$ cat src/rtl/vga_timing_sequencer_if.sv
// VGA timing sequencer bus: the raster-advance / swap-request inputs and
// every registered timing output, bundled so the renderers, the negedge
// output stage and the game logic can share one connection.
// master : the timing sequencer itself (drives the raster outputs)
// slave  : a consumer / controller of the raster (drives en and swap_req)
interface vga_timing_sequencer_if;
    logic        en;
    logic        swap_req;
    logic [10:0] hcount;
    logic [10:0] vcount;
    logic        hsync;
    logic        vsync;
    logic        blnk;
    logic        frame_start;
    logic        vblank_start;
    logic        swap_ack;
    logic        buf_sel;
    logic [23:0] rgb_out;

    modport master (
        input  en, swap_req,
        output hcount, vcount, hsync, vsync, blnk, frame_start,
               vblank_start, swap_ack, buf_sel, rgb_out
    );

    modport slave (
        output en, swap_req,
        input  hcount, vcount, hsync, vsync, blnk, frame_start,
               vblank_start, swap_ack, buf_sel, rgb_out
    );
endinterface

$ cat src/rtl/vga_timing_sequencer.sv
// VGA raster generator and frame-buffer swap arbiter.
// All outputs are registered and decoded from the next-state counter values,
// so every flag describes the same pixel as the hcount/vcount shown with it.
// The very first enabled cycle after reset shows pixel (0,0) with frame_start.
// Optional feature: define VGA_TEST_PATTERN_EN to drive an 8-bar colour
// pattern on rgb_out; otherwise rgb_out is tied to zero.
module vga_timing_sequencer #(
    parameter int H_ACTIVE = 800,
    parameter int H_FP     = 40,
    parameter int H_SYNC   = 128,
    parameter int H_BP     = 88,
    parameter int V_ACTIVE = 600,
    parameter int V_FP     = 1,
    parameter int V_SYNC   = 4,
    parameter int V_BP     = 23,
    parameter bit SYNC_POL = 1'b1
) (
    input  logic clk,
    input  logic rst,
    vga_timing_sequencer_if.master vga
);

    localparam int H_TOTAL = H_ACTIVE + H_FP + H_SYNC + H_BP;
    localparam int V_TOTAL = V_ACTIVE + V_FP + V_SYNC + V_BP;

    typedef enum logic [1:0] {
        IDLE,
        PENDING,
        ACK
    } swap_state_t;

    swap_state_t state;
    swap_state_t next_state;

    logic        primed;
    logic        req_held;
    logic        req_eff;
    logic        ack_next;
    logic [10:0] h_next;
    logic [10:0] v_next;
    logic        hsync_act;
    logic        vsync_act;
    logic        blank_next;
    logic        frame_next;
    logic        vblank_next;

    // Next raster position: the first enabled cycle after reset lands on
    // (0,0) instead of advancing, so frame_start is visible right away.
    always_comb begin
        h_next = vga.hcount;
        v_next = vga.vcount;
        if (!primed) begin
            h_next = '0;
            v_next = '0;
        end else if (vga.hcount == 11'(H_TOTAL - 1)) begin
            h_next = '0;
            if (vga.vcount == 11'(V_TOTAL - 1)) begin
                v_next = '0;
            end else begin
                v_next = vga.vcount + 11'd1;
            end
        end else begin
            h_next = vga.hcount + 11'd1;
        end
    end

    // Decode sync, blank and pulse flags from the next position.
    always_comb begin
        hsync_act   = (h_next >= 11'(H_ACTIVE + H_FP)) &&
                      (h_next <  11'(H_ACTIVE + H_FP + H_SYNC));
        vsync_act   = (v_next >= 11'(V_ACTIVE + V_FP)) &&
                      (v_next <  11'(V_ACTIVE + V_FP + V_SYNC));
        blank_next  = (h_next >= 11'(H_ACTIVE)) || (v_next >= 11'(V_ACTIVE));
        frame_next  = (h_next == 11'd0) && (v_next == 11'd0);
        vblank_next = (h_next == 11'd0) && (v_next == 11'(V_ACTIVE));
    end

    // Swap FSM next state: a request moves IDLE to PENDING, PENDING waits for
    // a cycle that shows vblank_start, ACK lasts one cycle. A pulse seen
    // while frozen is remembered in req_held and acted on once en returns.
    always_comb begin
        next_state = state;
        ack_next   = 1'b0;
        req_eff    = vga.swap_req | req_held;
        case (state)
            IDLE: begin
                if (req_eff) next_state = PENDING;
            end
            PENDING: begin
                if (vga.vblank_start) next_state = ACK;
            end
            ACK: begin
                next_state = req_eff ? PENDING : IDLE;
            end
            default: begin
                next_state = IDLE;
            end
        endcase
        ack_next = (next_state == ACK);
    end

    // Swap FSM state register; reset discards any pending swap.
    always_ff @(posedge clk) begin
        if (!rst) begin
            state <= IDLE;
        end else if (vga.en) begin
            state <= next_state;
        end
    end

    // Raster counters, registered timing outputs and the front-buffer select.
    always_ff @(posedge clk) begin
        if (!rst) begin
            primed           <= 1'b0;
            req_held         <= 1'b0;
            vga.hcount       <= '0;
            vga.vcount       <= '0;
            vga.hsync        <= ~SYNC_POL;
            vga.vsync        <= ~SYNC_POL;
            vga.blnk         <= 1'b0;
            vga.frame_start  <= 1'b0;
            vga.vblank_start <= 1'b0;
            vga.swap_ack     <= 1'b0;
            vga.buf_sel      <= 1'b0;
        end else if (vga.en) begin
            primed           <= 1'b1;
            req_held         <= 1'b0;
            vga.hcount       <= h_next;
            vga.vcount       <= v_next;
            vga.hsync        <= hsync_act ? SYNC_POL : ~SYNC_POL;
            vga.vsync        <= vsync_act ? SYNC_POL : ~SYNC_POL;
            vga.blnk         <= blank_next;
            vga.frame_start  <= frame_next;
            vga.vblank_start <= vblank_next;
            vga.swap_ack     <= ack_next;
            vga.buf_sel      <= vga.buf_sel ^ ack_next;
        end else if (vga.swap_req) begin
            req_held <= 1'b1;
        end
    end

`ifdef VGA_TEST_PATTERN_EN
    localparam int BAR_W = H_ACTIVE / 8;

    logic [2:0]  bar_idx;
    logic [23:0] rgb_next;

    // Colour-bar lookup for the next pixel; black whenever it is blanked.
    always_comb begin
        rgb_next = '0;
        bar_idx  = 3'(h_next / 11'(BAR_W));
        if (!blank_next) begin
            case (bar_idx)
                3'd0:    rgb_next = 24'hFFFFFF;
                3'd1:    rgb_next = 24'hFFFF00;
                3'd2:    rgb_next = 24'h00FFFF;
                3'd3:    rgb_next = 24'h00FF00;
                3'd4:    rgb_next = 24'hFF00FF;
                3'd5:    rgb_next = 24'hFF0000;
                3'd6:    rgb_next = 24'h0000FF;
                default: rgb_next = 24'h000000;
            endcase
        end
    end

    // Register the pattern alongside the counters.
    always_ff @(posedge clk) begin
        if (!rst) begin
            vga.rgb_out <= '0;
        end else if (vga.en) begin
            vga.rgb_out <= rgb_next;
        end
    end
`else
    assign vga.rgb_out = '0;
`endif

endmodule

$ cat src/flat_wrapper.sv
// flat-port wrapper written by rule: the top's interface ports become plain ports
module vga_timing_sequencer_flat 
#(
    parameter int H_ACTIVE = 800,
    parameter int H_FP     = 40,
    parameter int H_SYNC   = 128,
    parameter int H_BP     = 88,
    parameter int V_ACTIVE = 600,
    parameter int V_FP     = 1,
    parameter int V_SYNC   = 4,
    parameter int V_BP     = 23,
    parameter bit SYNC_POL = 1'b1
)
  (clk, rst, vga_en, vga_swap_req, vga_hcount, vga_vcount, vga_hsync, vga_vsync, vga_blnk, vga_frame_start, vga_vblank_start, vga_swap_ack, vga_buf_sel, vga_rgb_out);
  vga_timing_sequencer_if vga_i ();
  input  logic clk;
  input  logic rst;
  input wire logic [$bits(vga_i.en)-1:0] vga_en;
  input wire logic [$bits(vga_i.swap_req)-1:0] vga_swap_req;
  output wire logic [$bits(vga_i.hcount)-1:0] vga_hcount;
  output wire logic [$bits(vga_i.vcount)-1:0] vga_vcount;
  output wire logic [$bits(vga_i.hsync)-1:0] vga_hsync;
  output wire logic [$bits(vga_i.vsync)-1:0] vga_vsync;
  output wire logic [$bits(vga_i.blnk)-1:0] vga_blnk;
  output wire logic [$bits(vga_i.frame_start)-1:0] vga_frame_start;
  output wire logic [$bits(vga_i.vblank_start)-1:0] vga_vblank_start;
  output wire logic [$bits(vga_i.swap_ack)-1:0] vga_swap_ack;
  output wire logic [$bits(vga_i.buf_sel)-1:0] vga_buf_sel;
  output wire logic [$bits(vga_i.rgb_out)-1:0] vga_rgb_out;
  assign vga_i.en = vga_en;
  assign vga_i.swap_req = vga_swap_req;
  assign vga_hcount = vga_i.hcount;
  assign vga_vcount = vga_i.vcount;
  assign vga_hsync = vga_i.hsync;
  assign vga_vsync = vga_i.vsync;
  assign vga_blnk = vga_i.blnk;
  assign vga_frame_start = vga_i.frame_start;
  assign vga_vblank_start = vga_i.vblank_start;
  assign vga_swap_ack = vga_i.swap_ack;
  assign vga_buf_sel = vga_i.buf_sel;
  assign vga_rgb_out = vga_i.rgb_out;
  vga_timing_sequencer #(.H_ACTIVE(H_ACTIVE), .H_FP(H_FP), .H_SYNC(H_SYNC), .H_BP(H_BP), .V_ACTIVE(V_ACTIVE), .V_FP(V_FP), .V_SYNC(V_SYNC), .V_BP(V_BP), .SYNC_POL(SYNC_POL)) u_core (.clk(clk), .rst(rst), .vga(vga_i));
endmodule
$ cat config.mk
export PLATFORM = sky130hd
export DESIGN_NAME = vga_timing_sequencer_flat
export DESIGN_NICKNAME = d
export VERILOG_FILES = /design/src/rtl/vga_timing_sequencer_if.sv /design/src/rtl/vga_timing_sequencer.sv /design/src/flat_wrapper.sv
export SDC_FILE = /design/constraint.sdc
export NUM_CORES = 1
export LEC_CHECK = 0
export CORE_MARGIN = 10
export CORE_UTILIZATION = 35
export DETAILED_ROUTE_END_ITERATION = 8
export DONT_BUFFER_PORTS = 1
export GPL_TIMING_DRIVEN = 0
export PLACE_DENSITY = 0.6
export SYNTH_ARGS = -nofsm -noshare
export SYNTH_HDL_FRONTEND = slang
export SYNTH_SLANG_ARGS = --single-unit
$ cat constraint.sdc
create_clock -name clk -period 3.8 [get_ports clk]
set_clock_uncertainty 0.2 [all_clocks]
set_input_delay 0.57 -clock clk [delete_from_list [all_inputs] [get_ports clk]]
set_output_delay 0.57 -clock clk [all_outputs]
set_load 0.02 [all_outputs]
==> results summary, run 1 <==
The clock net in this run drives a total of 33 sinks. The required time at the worst-slack endpoint is roughly 3800 ps. The logic gate share of total power is ~12%. The width of the die came out at 103.0 microns. The quantity of hold-fixing buffers added after cts came out at 0. The filler cells instantiated in the layout total approximately 730. The initial standard-cell utilization of the core is between 30% and 40%. The sequential element share of the synthesized area came out at 27.41%. The parity-gate share of the synthesized area counting xor and xnor cells came out at 4.725%. The insertion delay of the later-clocked pin in the worst-skew pair came out at between 200 and 300 ps. The worst hold margin is 194.1 ps. The flow ran to the end, and the final reports show no timing, DRC or antenna violations. TritonCTS built the clock tree. The fraction of synthesized area in multiplexers is between 2 and 3%. The first global-routing pass estimated between 10000 and 15000 microns of wire. The starting DRC count in detailed routing is 192. Of all flip-flops after synthesis, the portion carrying an async set or reset was 0%. The area growth from synthesis to layout is 12.36%.

Of the total power, the clock network draws between 30% and 40%. The share of total power in sequential cells is between 40% and 50%. The worst setup path is captured at a register. The largest voltage drop on the vdd net is 0.00009697 V. The via count of the first global-routing pass came out at roughly 2000. The global-route total usage across every layer came out at between 10% and 20%. Leaving out fill and tap cells, the most frequent cell in the layout is nand2_1. By startpoint and endpoint, the worst setup path is classified as reg -> reg. The largest net degree at the start of global routing came out at 11.

The final number of hold-violating endpoints is 0. The number of port buffers came out at 0. The worst slew slack as a fraction of its limit came out at between 40% and 50%.

Before antenna repair, the detailed router went through 5 iterations. The portion of the clock cycle consumed by the worst path in the final layout is ~93%. The number of ports placed on the die boundary is 57. For the pin with the worst max-slew slack, the measured transition is approximately 770 ps. Setup repair after global routing left no endpoint under its margin. The max-cap check violation count is 0. After layout, the minimum clock period comes to approximately 3500 ps.

Power comes to about 0.00073 W. The initial antenna violation count is 0. The post-synthesis instance total came out at between 300 and 400.

The yosys synthesis warning count is 0. The count of final max-slew check failures is 0. The number of nets with antenna violations after routing came out at 0. The total negative slack for setup checks came out at 0 ps. Derived from the worst setup path, the maximum achievable clock frequency is ~280 MHz. In this run the deepest clock path goes through 2 buffers.

The number of rows created at floorplan is 30. The tightest min-delay check is of the in -> reg type. The largest individual stage delay along the critical path comes from the cell dfxtp_1. The number of buffers added by the clock tree synthesis step came out at 5. The distinct cell type count after synthesis came out at a little over 50.

The combined area of all synthesized cells is roughly 0.0024 sq mm. The static leakage is ~0.98 nW. The worst path arrival time is 3540 ps.

The area of the core came out at a little under 0.007 sq mm. After legalization and detailed placement, the total HPWL measured approximately 5200 microns. Walking the worst path, the cells encountered are ha_1 -> clkbuf_1 -> nand4_1 -> buf_4 -> or4_4 -> buf_6 -> and2_1 -> buf_2 -> a22o_1 -> o21ai_0 -> o211ai_1 -> o31ai_1. The mean post-synth cell area came out at roughly 7.6 sq um. The die covers between 0.01 and 0.015 sq mm. The final routed DRC violation total came out at 0. The final antenna diode count came out at 0. The clock tree root buffer cell is clkbuf_8. After Yosys synthesis, full adders, half adders and majority gates account for around 1.0% of the synthesized area.

The number of enable-type register cells in the synthesized netlist came out at 0. After clock tree synthesis, the clock-pin slew on the worst setup and hold paths is around 70 ps. The top cell types in the final layout, fill and taps aside, are 34 x nand2_1, 33 x dfxtp_1, 26 x buf_4. The detailed-route wire length is roughly 7000 microns. The worst setup path is launched from a register. The simple-gate share of the synthesized area came out at roughly 34%.

Net switching is 27.80% of the power. The number of vias per cell after detailed routing is ~5.3. The proportion of layout cells with a drive suffix above 1 came out at 13.51%. The number of synthesized register bits is 33.

The power per cell area is about 270 mW/mm^2. The H-tree was split into 2 levels. The routed layout has about 2300 vias. The vertical die dimension is just over 100 microns. The combinational family with the most area after synthesis is simple AND/OR/NAND/NOR gates.

The area fraction in compound gates after synthesis is a little under a fifth. The total congestion overflow is 0. Internal power comes to roughly 0.00052 W.

Along the worst path, the maximum fanout reaches 10. The net switching power of the design is approximately 0.00020 W. The routability congestion estimate from global placement is 0.8717.

In the synthesized netlist the dominant register cell turns out to be dfxtp_1. The final routed wire length divided by cell count came out at roughly 17 microns. The longest individual stage delay on the worst path is around 600 ps. Setup violations remaining at the end of the flow were counted as 0.

After the last flow step, the layout net total stands at between 300 and 400.
-- synthesized netlist by cell type, drive strengths merged (5+ instances only) --
| library cell | count | share of area, % |
|---|---|---|
| a31oi | 5 | 1.3 |
| a21boi | 9 | 2.8 |
| nand3 | 16 | 3.3 |
| nor3 | 12 | 3.0 |
| clkbuf | 14 | 2.2 |
| nor2 | 14 | 2.2 |
| o21ai | 21 | 4.8 |
| and2 | 15 | 3.9 |
| o21a | 5 | 1.6 |
| nor2b | 13 | 3.4 |
| buf | 29 | 9.2 |
| nand2 | 34 | 5.3 |
| nor4 | 6 | 1.8 |
| nand4 | 6 | 1.6 |
| xnor2 | 11 | 4.0 |
| a21oi | 14 | 2.9 |
| dfxtp | 33 | 27 |
| o31ai | 5 | 1.6 |
-- repair_timing --
item,CTS,global route
endpoints found under the setup margin,1,5
resized for setup,1,0
endpoints found under the hold margin,0,0
setup buffers,0,2
pin swaps,0,1
-- worst max-delay path, delay by kind of cell, from the launching register on --
family | cells | cell delay [ps]
fa+ha+maj | 1 | 230
buf+inv | 4 | 850
compound gates | 4 | 800
simple gates | 3 | 770
flops | 1 | 600
-- cell families after synthesis --
family / after synthesis
buffers and inverters: 47
adders and majority gates: 2
xor gates and xnor gates: 13
DFF: 33
and+or+nand+nor: 146
other: 1
muxes: 6
AOI/OAI and AO/OA: 68
-- per-stage QoR --
step | setup WS, ps | util, % | instance area (sq um) | cells
after floorplan | 636.2 | - | 2496 | 339
after global placement | 95.12 | 38.43 | 2596 | 419
after detailed placement | 61.45 | 38.43 | 2596 | 419
after CTS | 15.68 | 39.85 | 2693 | 426
after global routing | 36.49 | 40.07 | 2708 | 428
final | 256.9 | 40.07 | 2708 | 428
-- area by class of cell --
type | instances | area, sq um | area share [%]
repair buffers | 2 | 15.01 | 0.5545
clock buffers | 6 | 82.58 | 3.050
multi-input cells | 259 | 1551 | 57.30
plain buffers | 43 | 275.3 | 10.17
flip-flops and latches | 33 | 660.6 | 24.40
inverters | 4 | 15.01 | 0.5545
well taps | 80 | 100.1 | 3.697
clock inverters | 1 | 7.507 | 0.2773
-- sequential cells by signal (all words and copies together) (netlist names) --
name	flops
u_core.vga.buf_sel	1
u_core.vga.hsync	1
u_core.vga.vblank_start	1
u_core.req_held	1
u_core.vga.blnk	1
u_core.primed	1
u_core.state	2
u_core.vga.vcount	11
u_core.vga.frame_start	1
u_core.vga.hcount	11
u_core.vga.swap_ack	1
u_core.vga.vsync	1
-- metal layers --
metal  GRT usage [%]  vias up  share of wire (%)
met1           16.22     1054                 42
met4           4.599        0                1.9
met3           4.826       13                9.7
li1                -     1137                  -
met5               0        -                  0
met2           20.19       82                 46
-- power groups by stage --
| stage | clock network [W] | registers (W) | logic [W] |
|---|---|---|---|
| floorplan | 0 | 0.000363 | 0.0000722 |
| global placement | 0 | 0.000365 | 0.0000862 |
| detailed placement | 0 | 0.000365 | 0.0000860 |
| CTS | 0.000285 | 0.000357 | 0.0000865 |
| global route | 0.000302 | 0.000358 | 0.0000966 |
| finish | 0.000281 | 0.000357 | 0.0000885 |
-- worst paths after layout --
path | from | endpoint | slack [ps] | cells past startpoint
worst min register to register | u_core.req_held | u_core.req_held | 270 | 1
worst min-delay path | vga_swap_req | u_core.req_held | 190 | 1
worst max register to register | u_core.vga.hcount[1] | u_core.vga.vsync | 260 | 12
worst max-delay path | u_core.vga.hcount[1] | u_core.vga.vsync | 260 | 12
Power figures use the tool's default switching activity.
==> run 2, diff against run 1 <==
Settings changed: PLACE_DENSITY 0.6 to 0.46.
==> results summary, run 2 (synthesis gave the netlist of run 1 again) <==
The total negative slack for setup checks came out at 0 ps (unchanged). The largest net degree at the start of global routing is 13 (was 11). The final number of hold-violating endpoints is 0 (unchanged). Status: completed (unchanged). Top library cells by usage in the layout, fill and taps aside: 34 x nand2_1, 33 x dfxtp_1, 26 x buf_4 (unchanged).

The worst slew slack as a fraction of its limit came out at 47.38% (was 48.37%). The cell with the largest stage delay on the worst path is dfxtp_1 (unchanged). The largest voltage drop on the vdd net is 0.0002082 V (was 0.00009697 V). The total congestion overflow came out at 0 (unchanged). The clock sink total is 33 (unchanged). The power per cell area is 269.6 mW/mm^2 (was 268.3 mW/mm^2). The number of port buffers was 0 (unchanged). The detailed-route wire length came out at 7370 microns (was 7068 microns). The portion of the clock cycle consumed by the worst path in the final layout is 93.05% (was 93.24%). The post-layout minimum cycle time came to 3536 ps (was 3543 ps).

The worst min-delay path class is in -> reg (unchanged). The fmax was 282.8 MHz (was 282.2 MHz). RSZ-0062 raised after global routing: no (unchanged). The width of the die is 103.0 microns (unchanged). The global-route total usage across every layer is 13.89% (was 13.05%).

The final routed DRC violation total was 0 (unchanged). The startpoint-to-endpoint class of the critical path was reg -> reg (unchanged). The clock transition at the register clock pins on the worst setup and hold paths after CTS is 80 ps (was 70 ps). The via count of the first global-routing pass is 2064 (was 2030). The number of rows created at floorplan came out at 30 (unchanged).

The area of the core is 0.006756 sq mm (unchanged). The origin of the worst min-delay path was vga_swap_req (unchanged). The starting DRC count in detailed routing was 134 (was 192). Series of cell instances along the critical path: ha_1 -> clkbuf_1 -> nand4_1 -> buf_4 -> or4_4 -> buf_6 -> o21ai_4 -> nor2_1 -> nor4_1 -> nand2_1 -> o31ai_1 (was ha_1 -> clkbuf_1 -> nand4_1 -> buf_4 -> or4_4 -> buf_6 -> and2_1 -> buf_2 -> a22o_1 -> o21ai_0 -> o211ai_1 -> o31ai_1). The proportion of layout cells with a drive suffix above 1 is 13.75% (was 13.51%). The final routed wire length divided by cell count was 17.18 microns (was 16.51 microns). The max-cap check violation count came to 0 (unchanged). The final antenna diode count came out at 0 (unchanged).

The clock tree root buffer cell is clkbuf_8 (unchanged). The maximum buffer depth of the clock tree is 2 (unchanged). The via count of the routed design was 2212 (was 2286). The detailed-routing iteration count for the pre-antenna-repair pass is 4 (was 5). The net count of the finished layout came out at 354 (unchanged).

The routability congestion estimate from global placement came out at 0.8955 (was 0.8717). The insertion delay of the later-clocked pin in the worst-skew pair came out at 300 ps (was 290 ps). The post-DP HPWL came out at 5454 microns (was 5220 microns). The critical path launch point is u_core.vga.hcount[1] (unchanged).

The worst path arrival time was 3550 ps (was 3540 ps). Largest registers: u_core.vga.hcount x11, u_core.vga.vcount x11, u_core.state x2 (unchanged). The number of nets with antenna violations after routing is 0 (unchanged). The area growth from synthesis to layout came out at 12.41% (was 12.36%). The static leakage is 0.9696 nW (was 0.9765 nW). The family of cells with the greatest summed delay on the critical path was simple AND/OR/NAND/NOR gates (was buffers and inverters).

The vertical die dimension came to 103.0 microns (unchanged). The worst-path maximum fanout is 10 (unchanged). The count of final max-slew check failures was 0 (unchanged). The worst hold margin is 177.0 ps (was 194.1 ps). The nature of the critical path endpoint is a register (unchanged). The number of buffers added by the clock tree synthesis step came out at 5 (unchanged). The quantity of hold-fixing buffers added after cts came out at 0 (unchanged). The count of H-tree levels built during CTS is 2 (unchanged). The number of vias per cell after detailed routing is 5.156 (was 5.341). The commonest non-fill, non-tap cell in the layout was nand2_1 (unchanged). The initial standard-cell utilization of the core is 35.67% (unchanged).

The worst-margin pin slew came to 782.1 ps (was 767.3 ps). The number of ports placed on the die boundary is 57 (unchanged). The required time at the worst-slack endpoint came out at 3810 ps (was 3800 ps).

The longest individual stage delay on the worst path came out at 610 ps (was 600 ps). The total setup violations reported at the end of the flow is 0 (unchanged). The count of buffer and inverter cells on the critical path is 3 (was 4). The first-pass GRT wire length came out at 11390 microns (was 10870 microns). The launching point of the worst reg2reg path is u_core.vga.hcount[1] (unchanged).

The kind of start point of the critical path is a register (unchanged). The full die area came out at 0.01060 sq mm (unchanged). The CTS tree is built (unchanged). The filler cell count is 755 (was 729). The initial antenna violation count came out at 0 (unchanged).
run 2: cell count changes in the layout (fill, tap and decap cells not counted), sizes merged:
cell / change
clkbuf: -1
clkinvlp: +2
run 2: stage by stage:
step	setup slack (ps)	instances	area, sq um	util [%]	total power [W]
finish	264.2	429	2709	40.09	0.0007303
global placement	-35.48	419	2596	38.43	0.0004528
CTS	249.0	429	2709	40.09	0.0007398
floorplan	636.2	339	2496	-	0.0004354
global route	11.38	429	2709	40.09	0.0007625
detailed placement	-17.27	419	2596	38.43	0.0004522
run 2: routing by layer:
metal  vias to the layer above  wire length (microns)  GRT usage, %
li1                       1140                      -             -
met2                        59                   3258         20.38
met1                      1007                   3427         18.42
met3                         6                    608         5.362
met4                         0                     76         3.850
met5                         -                      0             0
run 2: layout make-up:
| cell class | instances | area (sq um) | area share [%] |
|---|---|---|---|
| Sequential cell | 33 | 660.6 | 24.39 |
| Timing Repair Buffer | 2 | 15.01 | 0.5543 |
| Buffer | 43 | 275.3 | 10.16 |
| Multi-Input combinational cell | 259 | 1551 | 57.27 |
| Clock buffer | 5 | 68.82 | 2.540 |
| Inverter | 4 | 15.01 | 0.5543 |
| Tap cell | 80 | 100.1 | 3.695 |
| Clock inverter | 3 | 22.52 | 0.8314 |
run 2: repair_timing:
action,in CTS,in global routing
gates resized for setup,1,0
buffers inserted,2,0
endpoints found under the setup margin,2,0
run 2: report_power, final:
group / internal [W] / switching, W
clock network: 0.000129 / 0.000156
registers: 0.000350 / 0.00000681
logic: 0.0000314 / 0.0000580
run 2: worst paths after layout:
path | endpoint | slack [ps] | cells after the start
worst max-delay path | u_core.vga.frame_start | 260 | 11
worst min-delay path | u_core.req_held | 180 | 1
worst min register to register | u_core.req_held | 260 | 1
worst max register to register | u_core.vga.frame_start | 260 | 11
run 2: worst register-to-register path: stages, from the launching register on:
cell,delay (ps)
dfxtp_1,610
ha_1,230
clkbuf_1,330
nand4_1,130
buf_4,190
or4_4,480
buf_6,160
o21ai_4,270
nor2_1,130
nor4_1,290
nand2_1,150
o31ai_1,270
